## src/rtl/i2s_define.sv

```systemverilog
// Shared definitions for the i2s subsystem.
//   I2S_DATA_WIDTH : default word width (overridable through the macro)
//   I2S_LEN_*      : channel length codes carried on len_i
//   rx_state_e     : receiver state encoding
//   len_to_bits()  : length code -> number of bits per channel word
`ifndef I2S_DATA_WIDTH
`define I2S_DATA_WIDTH 32
`endif

package i2s_define;

  localparam int I2S_DATA_WIDTH = `I2S_DATA_WIDTH;

  // Bit counter width; must hold the largest channel length (32).
  localparam int I2S_CNT_W = 6;

  localparam logic [1:0] I2S_LEN_8  = 2'd0;
  localparam logic [1:0] I2S_LEN_16 = 2'd1;
  localparam logic [1:0] I2S_LEN_24 = 2'd2;
  localparam logic [1:0] I2S_LEN_32 = 2'd3;

  typedef enum logic [1:0] {
    IDLE  = 2'd0,
    SHIFT = 2'd1,
    DONE  = 2'd2
  } rx_state_e;

  function automatic logic [I2S_CNT_W-1:0] len_to_bits(input logic [1:0] code);
    logic [I2S_CNT_W-1:0] bits;
    case (code)
      I2S_LEN_8:  bits = 6'd8;
      I2S_LEN_16: bits = 6'd16;
      I2S_LEN_24: bits = 6'd24;
      default:    bits = 6'd32;
    endcase
    return bits;
  endfunction

endpackage

```

## src/rtl/i2s_rx_if.sv

```systemverilog
// Valid/ready word stream from the I2S receiver to the register/FIFO layer.
//   data  : received word, right-justified, zero-extended
//   chn   : channel of data (0=left, 1=right)
//   valid : data/chn valid
//   ready : consumer accepts when valid && ready
// master = producer (receiver), slave = consumer.
interface i2s_rx_if import i2s_define::*; #(
  parameter int DATA_WIDTH = I2S_DATA_WIDTH
) ();

  logic [DATA_WIDTH-1:0] data;
  logic                  chn;
  logic                  valid;
  logic                  ready;

  modport master (
    output data,
    output chn,
    output valid,
    input  ready
  );

  modport slave (
    input  data,
    input  chn,
    input  valid,
    output ready
  );

endinterface

```

## src/rtl/i2s_edge_sync.sv

```systemverilog
// Brings the asynchronous I2S lines into the clk_i domain and detects
// bit-clock edges.
//   clk_i, rst_i : system clock, synchronous active-high reset
//   sck_i/ws_i/sd_i : raw external lines
//   sck_rise / sck_fall : one-cycle strobes on synchronized sck edges
//   ws_s / sd_s  : ws and sd from the same synchronizer depth as sck, so they
//                  line up with the edge strobes
module i2s_edge_sync #(
  parameter int SYNC_STAGES = 2
) (
  input  logic clk_i,
  input  logic rst_i,
  input  logic sck_i,
  input  logic ws_i,
  input  logic sd_i,
  output logic sck_rise,
  output logic sck_fall,
  output logic ws_s,
  output logic sd_s
);

  logic [SYNC_STAGES-1:0] sck_p;
  logic [SYNC_STAGES-1:0] ws_p;
  logic [SYNC_STAGES-1:0] sd_p;
  logic                   sck_prev;

  // Synchronizer chains: new sample enters at bit 0, oldest sits at the top.
  always_ff @(posedge clk_i) begin
    if (rst_i) begin
      sck_p    <= '0;
      ws_p     <= '0;
      sd_p     <= '0;
      sck_prev <= 1'b0;
    end else begin
      sck_p    <= SYNC_STAGES'({sck_p, sck_i});
      ws_p     <= SYNC_STAGES'({ws_p, ws_i});
      sd_p     <= SYNC_STAGES'({sd_p, sd_i});
      sck_prev <= sck_p[SYNC_STAGES-1];
    end
  end

  // Edge strobes
  assign sck_rise = sck_p[SYNC_STAGES-1] & ~sck_prev;
  assign sck_fall = ~sck_p[SYNC_STAGES-1] & sck_prev;
  assign ws_s     = ws_p[SYNC_STAGES-1];
  assign sd_s     = sd_p[SYNC_STAGES-1];

endmodule

```

## src/rtl/i2s_rx.sv

```systemverilog
// Slave-mode I2S receiver. Oversamples an externally driven SCK/WS/SD,
// deserializes one channel word per WS half-period (MSB first) and offers it
// on a valid/ready stream.
//   clk_i, rst_i : system clock, synchronous active-high reset
//   en_i         : receiver enable; low forces IDLE without err/ovf
//   len_i        : channel length code (0=8, 1=16, 2=24, 3=32 bits)
//   sck_i/ws_i/sd_i : external I2S lines (asynchronous)
//   rx           : output word stream (data/chn/valid, ready)
//   ovf_o        : pulse, completed word dropped because output was full
//   err_o        : pulse, WS toggled before the word was complete
//   busy_o       : receiver state is not IDLE
// Words longer than the slot are never collected; extra slot bits after the
// last data bit are ignored in DONE until the next WS change.
module i2s_rx import i2s_define::*; #(
  parameter int DATA_WIDTH  = I2S_DATA_WIDTH,
  parameter int SYNC_STAGES = 2
) (
  input  logic       clk_i,
  input  logic       rst_i,
  input  logic       en_i,
  input  logic [1:0] len_i,
  input  logic       sck_i,
  input  logic       ws_i,
  input  logic       sd_i,
  i2s_rx_if.master   rx,
  output logic       ovf_o,
  output logic       err_o,
  output logic       busy_o
);

  localparam logic [I2S_CNT_W-1:0] CNT_ONE = 1;

  logic sck_rise;
  logic sck_fall_unused;
  logic ws_s;
  logic sd_s;

  i2s_edge_sync #(
    .SYNC_STAGES (SYNC_STAGES)
  ) u_sync (
    .clk_i    (clk_i),
    .rst_i    (rst_i),
    .sck_i    (sck_i),
    .ws_i     (ws_i),
    .sd_i     (sd_i),
    .sck_rise (sck_rise),
    .sck_fall (sck_fall_unused),
    .ws_s     (ws_s),
    .sd_s     (sd_s)
  );

  rx_state_e              state_q, state_d;
  logic [I2S_CNT_W-1:0]   cnt_q, cnt_d, cnt_inc;
  logic [I2S_CNT_W-1:0]   len_q, len_d;
  logic [DATA_WIDTH-2:0]  sh_q, sh_d;
  logic [DATA_WIDTH-1:0]  shifted;
  logic                   chn_q, chn_d;
  logic                   ws_q, ws_q_d;
  logic                   word_done;
  logic                   err_set;

  // Deserializer state register
  always_ff @(posedge clk_i) begin
    if (rst_i) begin
      state_q <= IDLE;
      cnt_q   <= '0;
      len_q   <= '0;
      sh_q    <= '0;
      chn_q   <= 1'b0;
      ws_q    <= 1'b0;
    end else begin
      state_q <= state_d;
      cnt_q   <= cnt_d;
      len_q   <= len_d;
      sh_q    <= sh_d;
      chn_q   <= chn_d;
      ws_q    <= ws_q_d;
    end
  end

  // Bit-event processing: shift first, then react to a WS change, so a word
  // whose LSB arrives on the same edge as the WS toggle still completes.
  always_comb begin
    state_d   = state_q;
    cnt_d     = cnt_q;
    len_d     = len_q;
    sh_d      = sh_q;
    chn_d     = chn_q;
    ws_q_d    = ws_q;
    word_done = 1'b0;
    err_set   = 1'b0;
    cnt_inc   = cnt_q + CNT_ONE;
    shifted   = {sh_q, sd_s};

    // ws_q follows the line even while disabled so re-enabling does not
    // mistake an old toggle for a fresh word boundary.
    if (sck_rise) begin
      ws_q_d = ws_s;
    end

    if (!en_i) begin
      state_d = IDLE;
      cnt_d   = '0;
      sh_d    = '0;
    end else if (sck_rise) begin
      if (state_q == SHIFT) begin
        sh_d  = shifted[DATA_WIDTH-2:0];
        cnt_d = cnt_inc;
        if (cnt_inc == len_q) begin
          word_done = 1'b1;
          state_d   = DONE;
        end
      end
      if (ws_s != ws_q) begin
        if ((state_q == SHIFT) && !word_done) begin
          err_set = 1'b1;
        end
        state_d = SHIFT;
        cnt_d   = '0;
        sh_d    = '0;
        chn_d   = ws_s;
        len_d   = len_to_bits(len_i);
      end
    end
  end

  // Output register stage
  always_ff @(posedge clk_i) begin
    if (rst_i) begin
      rx.data  <= '0;
      rx.chn   <= 1'b0;
      rx.valid <= 1'b0;
      ovf_o    <= 1'b0;
      err_o    <= 1'b0;
    end else begin
      ovf_o <= 1'b0;
      err_o <= err_set;
      if (word_done) begin
        // A word landing on the acceptance cycle replaces the old one.
        if (rx.valid && !rx.ready) begin
          ovf_o <= 1'b1;
        end else begin
          rx.data  <= shifted;
          rx.chn   <= chn_q;
          rx.valid <= 1'b1;
        end
      end else if (rx.valid && rx.ready) begin
        rx.valid <= 1'b0;
      end
    end
  end

  assign busy_o = (state_q != IDLE);

endmodule

```

## src/flat_wrapper.sv

```systemverilog
// flat-port wrapper written by rule: the top's interface ports become plain ports
module i2s_rx_flat import i2s_define::*;
#(
  parameter int DATA_WIDTH  = I2S_DATA_WIDTH,
  parameter int SYNC_STAGES = 2
)
  (clk_i, rst_i, en_i, len_i, sck_i, ws_i, sd_i, ovf_o, err_o, busy_o, rx_data, rx_chn, rx_valid, rx_ready);
  i2s_rx_if #(.DATA_WIDTH(DATA_WIDTH)) rx_i ();
  input  logic clk_i;
  input  logic rst_i;
  input  logic en_i;
  input  logic [1:0] len_i;
  input  logic sck_i;
  input  logic ws_i;
  input  logic sd_i;
  output logic ovf_o;
  output logic err_o;
  output logic busy_o;
  output wire logic [$bits(rx_i.data)-1:0] rx_data;
  output wire logic [$bits(rx_i.chn)-1:0] rx_chn;
  output wire logic [$bits(rx_i.valid)-1:0] rx_valid;
  input wire logic [$bits(rx_i.ready)-1:0] rx_ready;
  assign rx_data = rx_i.data;
  assign rx_chn = rx_i.chn;
  assign rx_valid = rx_i.valid;
  assign rx_i.ready = rx_ready;
  i2s_rx #(.DATA_WIDTH(DATA_WIDTH), .SYNC_STAGES(SYNC_STAGES)) u_core (.clk_i(clk_i), .rst_i(rst_i), .en_i(en_i), .len_i(len_i), .sck_i(sck_i), .ws_i(ws_i), .sd_i(sd_i), .rx(rx_i), .ovf_o(ovf_o), .err_o(err_o), .busy_o(busy_o));
endmodule
```

## config.mk

```make
export PLATFORM = sky130hd
export DESIGN_NAME = i2s_rx_flat
export DESIGN_NICKNAME = d
export VERILOG_FILES = /design/src/rtl/i2s_define.sv /design/src/rtl/i2s_rx_if.sv /design/src/rtl/i2s_edge_sync.sv /design/src/rtl/i2s_rx.sv /design/src/flat_wrapper.sv
export SDC_FILE = /design/constraint.sdc
export NUM_CORES = 1
export LEC_CHECK = 0
export CAP_MARGIN = 15
export CELL_PAD_IN_SITES_DETAIL_PLACEMENT = 0
export CELL_PAD_IN_SITES_GLOBAL_PLACEMENT = 1
export CORE_ASPECT_RATIO = 2
export CORE_MARGIN = 3
export CORE_UTILIZATION = 45
export DETAILED_ROUTE_END_ITERATION = 6
export PLACE_DENSITY = 0.8
export SYNTH_ARGS = -nofsm -noshare
export SYNTH_HDL_FRONTEND = slang
export SYNTH_SLANG_ARGS = --single-unit
export TNS_END_PERCENT = 20
```

## constraint.sdc

```tcl
create_clock -name clk_i -period 2.8 [get_ports clk_i]
set_input_delay 0.56 -clock clk_i [delete_from_list [all_inputs] [get_ports clk_i]]
set_output_delay 0.56 -clock clk_i [all_outputs]
set_load 0.02 [all_outputs]
```

# Word level (Yosys, flattened, before mapping)

Cells that the tools add are included.

Register bits after elaboration: 90
Input bits: 9
Word-level logic and storage cells: 66

$add $sub $neg: 1
Eq/ne operators: 6
Muxes and demuxes: 19
Bitwise logic cells: 7
Reductions and logical operators: 18

Operators by type and width:

| cell                                                 | number |
|---|---|
| two-way mux 31 bit                                   | 2 |
| case mux 6 bit (3 select lines)                      | 1 |
| two-way mux 6 bit                                    | 2 |
| two-way mux 1 bit                                    | 11 |
| nonzero test 2 bit                                   | 4 |
| adder 6 x 1 -> 6 bit (second input constant)         | 1 |
| equality test 6 bit                                  | 1 |
| two-way mux 2 bit                                    | 3 |
| inverter 1 bit                                       | 6 |
| AND reduction 2 bit                                  | 3 |
| AND reduction 3 bit                                  | 2 |
| equality test 2 x 1 -> 1 bit (second input constant) | 2 |
| OR reduction 2 bit                                   | 2 |
| OR reduction 4 bit                                   | 1 |
| logical AND 1 bit                                    | 3 |
| equality test 2 bit (second input constant)          | 1 |
| zero test 1 bit                                      | 2 |
| zero test 2 bit                                      | 1 |
| != test 2 bit (second input constant)                | 1 |
| bitwise AND 1 bit                                    | 1 |
| != test 1 bit                                        | 1 |

# Logic depth before layout (Yosys ltp)

Gate-level depths: netlist (run 1).

Depth after elaboration: 10
Mapped depth: 6

# Cells and area by module

A second synthesis (run 1) with hierarchy kept.

Cells, all modules: 403
Area, all modules: 3393.3 um^2

By module, submodules not included:

| module        | instances | cells each | area each (um^2) | seq. area each (um^2) |
|---|---|---|---|---|
| i2s_rx        | 1         | 387        | 3196.8           | 1601.5 |
| i2s_edge_sync | 1         | 16         | 196.4            | 140.1 |

# Worst setup path before layout (run 1)

OpenSTA, ideal clock, no wires.

Kind: register -> register
Start point: reg u_core.cnt_q[2]
End point: reg u_core.rx.chn
Arrival time: 1824 ps
Slack: 904 ps
Stages on the path, launching flop included: 7
Buffers on the path: 2
Path through: dfxtp_1 > and3_1 > buf_2 > a31o_2 > a2111oi_4 > buf_6 > mux2i_1

Longest elaborated chain between the ends: 9

Ends and longest elaborated chain:

| what                                 | RTL line        | text |
|---|---|---|
| from (decl)                          | i2s_rx.sv:53    | `logic [I2S_CNT_W-1:0] cnt_q, cnt_d, cnt_inc;` |
| from (signal assigned)               | i2s_rx.sv:73    | `cnt_q <= cnt_d;` |
| adder 6 x 1 -> 6 bit                 | i2s_rx.sv:92    | `cnt_inc = cnt_q + CNT_ONE;` |
| equality test 6 bit                  | i2s_rx.sv:109   | `if (cnt_inc == len_q) begin` |
| two-way mux 1 bit                    | i2s_rx.sv:109   |  |
| two-way mux 1 bit                    | i2s_rx.sv:106   | `if (state_q == SHIFT) begin` |
| two-way mux 1 bit                    | i2s_rx.sv:105   | `end else if (sck_rise) begin` |
| two-way mux 1 bit                    | i2s_rx.sv:101   | `if (!en_i) begin` |
| two-way mux 1 bit                    | i2s_rx.sv:105   |  |
| two-way mux 1 bit                    | i2s_rx.sv:101   |  |
| AND reduction 2 bit (no source line) | -               |  |
| to (signal assigned)                 | i2s_rx.sv:144   | `rx.chn <= chn_q;` |
| to (decl)                            | i2s_rx_if.sv:18 | `output chn,` |

Every way passes these cells. The select of a mux whose other input is x is not followed.
A chain may end at the register's enable or synchronous reset.

# Worst setup path after layout (run 1)

Start point: reg u_core.state_q[1]
End point: out busy_o

Longest elaborated chain between the ends: 1

Ends and longest elaborated chain:

| what                   | RTL line           | text |
|---|---|---|
| from (decl)            | i2s_rx.sv:52       | `rx_state_e state_q, state_d;` |
| from (signal assigned) | i2s_rx.sv:72       | `state_q <= state_d;` |
| nonzero test 2 bit     | i2s_rx.sv:153      | `assign busy_o = (state_q != IDLE);` |
| to (decl)              | flat_wrapper.sv:18 | `output logic busy_o;` |

Every way passes these cells.

==> summary.md, run 1 <==
| Metric | Value |
|---|---|
| Status | completed |
| # rows | 45 |
| CTS tree | yes |
| Syn nets | 367 |
| Syn_area_per_cell | 9.97 sq um |
| Post-synthesis sequential area ratio | 49.4% |
| Number of post-CTS setup repair buffers | 0 |
| Tmin final | 2.05 ns |
| First-pass GRT wire length | 11.5 mm |
| Seq cells post-synth | 87 |
| Clock buffer depth | 2 |
| Worst-Skew Late Latency | 0.33 ns |
| Slew at the pin closest to its max-slew limit | 0.702 ns |
| NumNets Final | 408 |
| Synth top area share | 49.4% |
| Synth area leader | dfxtp_1 |
| Largest net degree at the start of global routing | 42 |
| R2R cell count | 5 |
| Die Height | 131 um |
| Placed insts | 478 |
| TritonCTS buffer count | 9 |
| Share of layout cells above drive strength 1 | 8.02% |
| Vias in the first global route | 2,476 |
| Placed cell areas | 4060 sq um |
| Worst-path clk slew | 0.05 ns |
| Most frequent cells in the layout | dfxtp_1, nand2b_1, clkdlybuf4s50_1 |
| Setup TNS | 0 ns |
| Clk sink count | 87 |
| Finished Layout Cells | 493 |
| Detailed Place HPWL | 4.49 mm |
| # setup viols final | 0 |
| Mapped cell area | 3530 sq um |
| Crit path launch type | flop |
| Critical Path End Type | output pin |
| Setup Skew | 0.00580 ns |
| FILL cells | 710 |
| Fin Hold WS | 0.441 ns |
| Peak Freq | 0.489 GHz |
| Asr flop ratio synth | 0% |
| Leakage | 0.00145 uW |
| Crit-path max FO | 4 |
| Root Buffer | clkbuf_16 |
| Worst hold stages | 1 |
| CP Data Arrival Time | 1.49 ns |
| Netlist cell types | 38 |
| WL final | 6.84 mm |
| Commonest non-fill, non-tap cell in the layout | dfxtp_1 |
| DRT iter0 DRCs | 149 |
| Top cells by area, synth | dfxtp_1, nand2b_1, mux2i_1, a22oi_1, nor2_1 |
| Peak supply drop | 459 uV |
| Post-CTS resize count | 0 |
| Initial Utilization | 46.4% |
| Data required, critical path | 2.24 ns |
| Slew Viols, Final | 0 |
| Post-DRT Antenna Nets | 0 |
| WS Path Type | reg2out |
| Fin area | 4340 sq um |
| Ys flop type | dfxtp_1 |
| Wire per inst | 13.9 um |
| Die Wd | 68.6 um |
| Synth Warn # | 0 |
| Final Cycle Share | 73.1% |
| Antenna diodes | 0 |
| DRC | 0 |
| Final hold vios | 0 |
| Post-cts hold buffer count | 0 |
| Core Box Area | 7600 sq um |
| Slew HR | 53.1% |
| Drt first pass iters | 4 |
| IO Pins | 46 |
| All-layer global routing usage | 16.9% |
| Maxcap violations | 0 |
| Global route total overflow | 0 |
| Hold crit path type | reg2reg |
| Via-to-Cell Ratio | 5.15 |
| RD Place Congestion | 0.777 |
| EDFF count, synth | 0 |
| DR vias | 2,537 |
| DIE AREA | 9000 sq um |
| Area growth, synth to finish | 22.9% |
| Gate Count Post-Synth | 354 |
| RSZ-0062 raised after global routing | false |
| Cell Pwr Density | 559 nW/um^2 |
| Initial antenna violation count | 0 |
| IO Port Bufs | 45 |
| H-tree depth | 3 |
## cells in the mapped netlist (2+ instances only)
cell type / n
dfxtp_1: 87
nand2b_1: 68
nor2_1: 41
mux2i_1: 37
a22oi_1: 32
clkbuf_1: 21
nor2b_1: 9
a21oi_1: 7
nand3_1: 5
ha_1: 4
nand2_1: 4
nor3_1: 4
buf_6: 3
o21ai_0: 3
xor2_1: 3
a211oi_1: 2
inv_1: 2
nand3b_1: 2
## logic make-up after synthesis
logic type	after synthesis	synth area share, %
simple gates	142	22.3
buf+inv	28	3.69
xor+xnor	5	1.63
fa+ha+maj	4	1.42
compound gates	51	11.1
mux	37	10.5
flops	87	49.4
## cell type report
| cell class | count | area (sq um) | area share (%) |
|---|---|---|---|
| well taps | 94 | 118 | 2.71 |
| flip-flops and latches | 87 | 1740 | 40.2 |
| repair buffers | 56 | 528 | 12.2 |
| multi-input cells | 239 | 1660 | 38.4 |
| clock buffers | 15 | 278 | 6.41 |
| inverters | 2 | 7.51 | 0.173 |
## metal layers
| layer | up-vias | track usage (%) | part of all wire (%) |
|---|---|---|---|
| li1 | 1287 | - | - |
| met1 | 1207 | 20.1 | 44 |
| met2 | 35 | 27.0 | 51 |
| met3 | 8 | 4.19 | 3.1 |
| met4 | 0 | 8.75 | 1.9 |
| met5 | - | 0 | 0 |
## critical path: stages (launching register included)
cell	delay (ns)
dfxtp_1	0.33
or2_2	0.29
clkdlybuf4s50_1	0.54
## power breakdown
part | switching [uW] | internal [uW] | total, uW
Sequential | 2.76 | 1240 | 1250
Combinational | 35.7 | 34.2 | 69.9
Clock | 438 | 670 | 1110
Total | 476 | 1950 | 2420
## stage by stage
step	power, uW	util, %	worst slack (ns)
2_1_floorplan	1320	-	0.904
3_3_place_gp	1340	53.4	0.603
3_5_place_dp	1340	53.4	0.545
4_1_cts	2450	57.0	0.725
5_1_grt	2510	57.0	0.578
6_report	2420	57.0	0.753
## final timing paths
path	startpoint	to	slack, ns
max reg2reg	u_core.cnt_q[2]$_SDFFE_PP0P_	u_core.rx.data[8]$_SDFFE_PP0P_	0.76
max	u_core.state_q[1]$_SDFFE_PP0P_	busy_o	0.75
min reg2reg	u_core.u_sync.sck_p[0]$_SDFF_PP0_	u_core.u_sync.sck_p[1]$_SDFF_PP0_	0.44
min	u_core.u_sync.sck_p[0]$_SDFF_PP0_	u_core.u_sync.sck_p[1]$_SDFF_PP0_	0.44
## sequential cells by signal, summed over array words and instances, names as in the netlist
signal	count
u_core.ovf_o	1
u_core.len_q	3
u_core.u_sync.sd_p	2
u_core.u_sync.sck_prev	1
u_core.rx.valid	1
u_core.chn_q	1
u_core.rx.data	32
u_core.ws_q	1
u_core.u_sync.sck_p	2
u_core.err_o	1
u_core.sh_q	31
u_core.state_q	2
u_core.cnt_q	6
u_core.u_sync.ws_p	2
u_core.rx.chn	1
Power figures use the tool's default switching activity.
==> run 2, diff against run 1 <==
Settings changed: CORE_UTILIZATION 45 to 42, PLACE_DENSITY 0.8 to 0.75.
Clock period 2.8 ns to 1.9 ns, I/O delays scaled along.
==> run 2 against run 1 <==
Core utilization fell by 1.1 points. Critical endpoint is now u_core.rx.data[2]$_SDFFE_PP0P_. Critical path depth is 4 higher. Highest routed layer unchanged. Register-to-register slack worse by 0.68 ns. Cell count increased by 2.2%. Global-route usage fell by 0.91 points. Largest power group unchanged.
==> summary.md, run 2 (synthesis gave the netlist of run 1 again) <==
| Metric | Value |
|---|---|
| # rows | 46 |
| DRT iter0 DRCs | 130 |
| Data required, critical path | 2.15 ns |
| Area growth, synth to finish | 27.7% |
| Commonest non-fill, non-tap cell in the layout | dfxtp_1 |
| First-pass GRT wire length | 12.4 mm |
| # setup viols final | 0 |
| Clk sink count | 87 |
| Peak Freq | 0.549 GHz |
| Critical path's top delay family | flip-flops |
| Critical Path End Type | flop |
| Max reg flops | 32 |
| Peak supply drop | 654 uV |
| Post-cts hold buffer count | 0 |
| Final Cycle Share | 95.8% |
| RD Place Congestion | 0.797 |
| Share of layout cells above drive strength 1 | 10.8% |
| Largest register by flop count | u_core.rx.data |
| Drt first pass iters | 4 |
| WS Path Type | reg2reg |
| FILL cells | 776 |
| H-tree depth | 3 |
| Die Height | 136 um |
| IO Port Bufs | 45 |
| IO Pins | 46 |
| Critical Path Max Stage Delay | 0.41 ns |
| Tmin final | 1.82 ns |
| Wire per inst | 14.8 um |
| Post-DRT Antenna Nets | 0 |
| Slew at the pin closest to its max-slew limit | 0.633 ns |
| Cell Pwr Density | 782 nW/um^2 |
| Hold crit path type | in2reg |
| Leakage | 0.00155 uW |
| Worst-path clk slew | 0.06 ns |
| Largest registers | u_core.rx.data: 32 flops, u_core.sh_q: 31 flops, u_core.cnt_q: 6 flops |
| Core Box Area | 8060 sq um |
| Root Buffer | clkbuf_16 |
| Worst-Skew Late Latency | 0.33 ns |
| Largest net degree at the start of global routing | 47 |
| Maxcap violations | 0 |
| RSZ-0062 raised after global routing | true |
| Antenna diodes | 0 |
| Slew HR | 57.7% |
| Detailed Place HPWL | 4.65 mm |
| Global route total overflow | 0 |
| Final hold vios | 0 |
| Clock buffer depth | 2 |
| Slew Viols, Final | 0 |
| DRC | 0 |
| Buf+Inv Stages, Crit Path | 2 |
| Setup Skew | 0.00705 ns |
| WL final | 7.45 mm |
| Post-layout util | 55.9% |
| Crit path launch type | flop |
| NumNets Final | 418 |
| Via-to-Cell Ratio | 5.17 |
| Most frequent cells in the layout | dfxtp_1, nand2b_1, clkdlybuf4s50_1 |
| Crit-path max FO | 16 |
| Fin Hold WS | 0.382 ns |
| Status | completed |
| Die Wd | 70.8 um |
| Vias in the first global route | 2,628 |
| Initial antenna violation count | 0 |
| Critical-path top delay cell | dfxtp_1 |
| CP Data Arrival Time | 2.07 ns |
| Initial Utilization | 43.8% |
| TritonCTS buffer count | 9 |
| DR vias | 2,604 |
| Crit-path cells | ha_1, nand3_2, a2111oi_4, buf_6, buf_12, mux2i_1 |
| CTS tree | yes |
| All-layer global routing usage | 16.0% |
| DIE AREA | 9600 sq um |
-- run 2: worst register-to-register path, stage by stage, from the launching register on --
cell and delay (ns):
dfxtp_1 0.41, ha_1 0.26, nand3_2 0.16, a2111oi_4 0.35
buf_6 0.18, buf_12 0.18, mux2i_1 0.20
-- run 2: cell type report --
class | count | area, sq um | area share, %
Sequential cell | 87 | 1740 | 38.6
Multi-Input combinational cell | 239 | 1680 | 37.4
Timing Repair Buffer | 66 | 688 | 15.3
Clock buffer | 13 | 260 | 5.77
Tap cell | 96 | 120 | 2.67
Inverter | 2 | 7.51 | 0.167
Clock inverter | 1 | 5.00 | 0.111
-- run 2: per-stage QoR --
step	setup slack [ns]	setup TNS [ns]	cells	total power (uW)	instance area, sq um
finish	0.0797	0	504	3520	4510
global route	-0.0244	-0.264	504	3650	4510
CTS	0.00295	0	500	3570	4420
detailed placement	-0.0614	-1.44	486	1990	4160
global placement	-0.0215	-0.619	486	1990	4160
floorplan	0.00418	0	354	1940	3530
-- run 2: final timing paths --
path | startpoint | endpoint | slack (ns) | cells after the start
setup / recovery | u_core.cnt_q[0]$_SDFFE_PP0P_ | u_core.rx.data[2]$_SDFFE_PP0P_ | 0.08 | 6
hold / removal | rst_i | u_core.ws_q$_SDFFE_PP0P_ | 0.38 | 2
setup reg to reg | u_core.cnt_q[0]$_SDFFE_PP0P_ | u_core.rx.data[2]$_SDFFE_PP0P_ | 0.08 | 6
hold reg to reg | u_core.u_sync.sck_p[0]$_SDFF_PP0_ | u_core.u_sync.sck_p[1]$_SDFF_PP0_ | 0.44 | 1
-- run 2: metal layers --
layer / GRT usage [%] / wire (um) / vias up
met5: 0 / 0 / -
met4: 4.71 / 87 / 0
met3: 3.86 / 293 / 6
met2: 28.6 / 3920 / 40
met1: 18.5 / 3150 / 1244
li1: - / - / 1314
-- run 2: report_power, final --
| part | switching [uW] | internal [uW] |
|---|---|---|
| registers | 3.46 | 1830 |
| clock network | 638 | 941 |
| logic | 54.4 | 54.8 |
-- run 2: timing repair --
item,4_1_cts,5_1_grt
setup endpoints to repair,0,34
gates resized for setup,0,9
buffers inserted,0,1
==> run 3, diff against run 2 <==
Settings changed: CAP_MARGIN 15 to 20, CTS_CLUSTER_DIAMETER set to 50, PLACE_DENSITY 0.75 to 0.89.
==> run 3 against run 2 <==
Worst hold slack worse by 0.054 ns. Sequential share of layout area about the same. Core utilization up 0.078 points. Cell count up 0.20%. Count of clock-buffer cells in the layout up 2. Non-clock buffer count unchanged. Setup slack worse by 0.031 ns. Final area up 0.14%. Largest cell class unchanged. Highest routed layer unchanged.
==> summary.md, run 3 (synthesis gave the netlist of run 1 again) <==
| Metric | Value |
|---|---|
| Antenna diodes | 0 |
| All-layer global routing usage | 16.1% |
| Slew Viols, Final | 0 |
| Largest registers | u_core.rx.data: 32 flops, u_core.sh_q: 31 flops, u_core.cnt_q: 6 flops |
| Tmin final | 1.85 ns |
| Crit-path max FO | 10 |
| Slew at the pin closest to its max-slew limit | 0.536 ns |
| Peak supply drop | 603 uV |
| Cell Pwr Density | 793 nW/um^2 |
| Root Buffer | clkbuf_16 |
| RD Place Congestion | 0.806 |
| Critical Path End Type | flop |
| Detailed Place HPWL | 4.98 mm |
| Max reg flops | 32 |
| Placed cell areas | 4200 sq um |
| Slew HR | 64.1% |
| IO Port Bufs | 45 |
| TritonCTS buffer count | 9 |
| Peak Freq | 0.540 GHz |
| Clock buffer depth | 2 |
| Sequential cell area | 1740 sq um |
| CP Data Arrival Time | 2.10 ns |
| Most frequent cells in the layout | dfxtp_1, nand2b_1, clkdlybuf4s50_1 |
| Drt first pass iters | 4 |
| Critical path's top delay family | XOR/XNOR gates |
| Data required, critical path | 2.15 ns |
| Post-cts hold buffer count | 0 |
| Worst-path clk slew | 0.06 ns |
| Commonest non-fill, non-tap cell in the layout | dfxtp_1 |
| # setup viols final | 0 |
| DIE AREA | 9600 sq um |
| Initial antenna violation count | 0 |
| Clk sink count | 87 |
| Maxcap violations | 0 |
| Post-DRT Antenna Nets | 0 |
| Via-to-Cell Ratio | 5.24 |
| Share of layout cells above drive strength 1 | 11.7% |
| Area of the multi-input gates | 1700 sq um |
| Buf+Inv Stages, Crit Path | 2 |
| Critical-path top delay cell | xnor3_1 |
| RSZ-0062 raised after global routing | true |
| H-tree depth | 3 |
| DRT iter0 DRCs | 124 |
| WL final | 7.32 mm |
| Critical Path Max Stage Delay | 0.38 ns |
| FILL cells | 745 |
| Status | completed |
| DR vias | 2,647 |
| Crit-path cells | xnor3_1, nand3_2, a2111oi_4, buf_4, buf_12, mux2i_1 |
| Crit path launch type | flop |
| Setup Skew | 0.00327 ns |
| Area growth, synth to finish | 27.9% |
| Largest net degree at the start of global routing | 44 |
| Wire per inst | 14.5 um |
| Power Total | 3580 uW |
| Global route total overflow | 0 |
| IO Pins | 46 |
| Die Wd | 70.8 um |
| Final Cycle Share | 97.4% |
| Final hold vios | 0 |
| Core Box Area | 8060 sq um |
| First-pass GRT wire length | 12.4 mm |
| CTS tree | yes |
| WS Path Type | reg2reg |
| DRC | 0 |
| Leakage | 0.00154 uW |
| NumNets Final | 418 |
| Fin area | 4510 sq um |
| Vias in the first global route | 2,691 |
| Post-layout util | 56.0% |
| Worst-Skew Late Latency | 0.33 ns |
| # rows | 46 |
| Largest register by flop count | u_core.rx.data |
| Initial Utilization | 43.8% |
| Setup TNS | 0 ns |
| Hold crit path type | in2reg |
| Die Height | 136 um |
[run 3: cell types whose count changed in the layout (fill, tap and decap cells not counted), sizes merged]
cell    change
buf         +1
clkbuf      +1
clkinv      -1
[run 3: path summary, 6_finish.rpt]
check | slack [ns] | startpoint | cells past startpoint | endpoint
min | 0.33 | rst_i | 2 | u_core.rx.valid$_SDFFE_PP0P_
min reg2reg | 0.43 | u_core.u_sync.sd_p[0]$_SDFF_PP0_ | 1 | u_core.u_sync.sd_p[1]$_SDFF_PP0_
max reg2reg | 0.05 | u_core.cnt_q[4]$_SDFFE_PP0P_ | 6 | u_core.rx.data[6]$_SDFFE_PP0P_
max | 0.05 | u_core.cnt_q[4]$_SDFFE_PP0P_ | 6 | u_core.rx.data[6]$_SDFFE_PP0P_
[run 3: per-stage QoR]
step / setup slack [ns] / hold slack (ns) / std cells
2_1_floorplan: 0.00418 / 0.414 / 354
3_3_place_gp: -0.0191 / 0.418 / 490
3_5_place_dp: -0.0674 / 0.430 / 490
4_1_cts: 0.00817 / 0.315 / 505
5_1_grt: -0.0599 / 0.329 / 505
6_report: 0.0491 / 0.328 / 505
[run 3: metal layers]
metal  track usage, %  vias to the layer above  wire length (um)
li1                 -                     1309                 -
met1             17.6                     1296              2980
met2             28.4                       34              4000
met3             4.01                        8               205
met4             7.95                        0               131
met5                0                        -                 0
[run 3: area by class of cell]
type | instances | area share [%]
tap | 96 | 2.66
multi-input combinational | 239 | 37.6
clock buffer | 15 | 6.15
inverter | 2 | 0.166
sequential | 87 | 38.6
timing repair buffer | 66 | 14.8
[run 3: what timing repair did]
action,CTS,global route
resized for setup,1,7
pin swaps,0,2
setup buffers,0,0
endpoints found under the setup margin,1,35
[run 3: where the power goes]
| group | switching (uW) | internal (uW) | leakage (uW) |
|---|---|---|---|
| Combinational | 53.1 | 54.6 | 0.000703 |
| Sequential | 4.16 | 1830 | 0.000702 |
| Clock | 650 | 988 | 0.000136 |
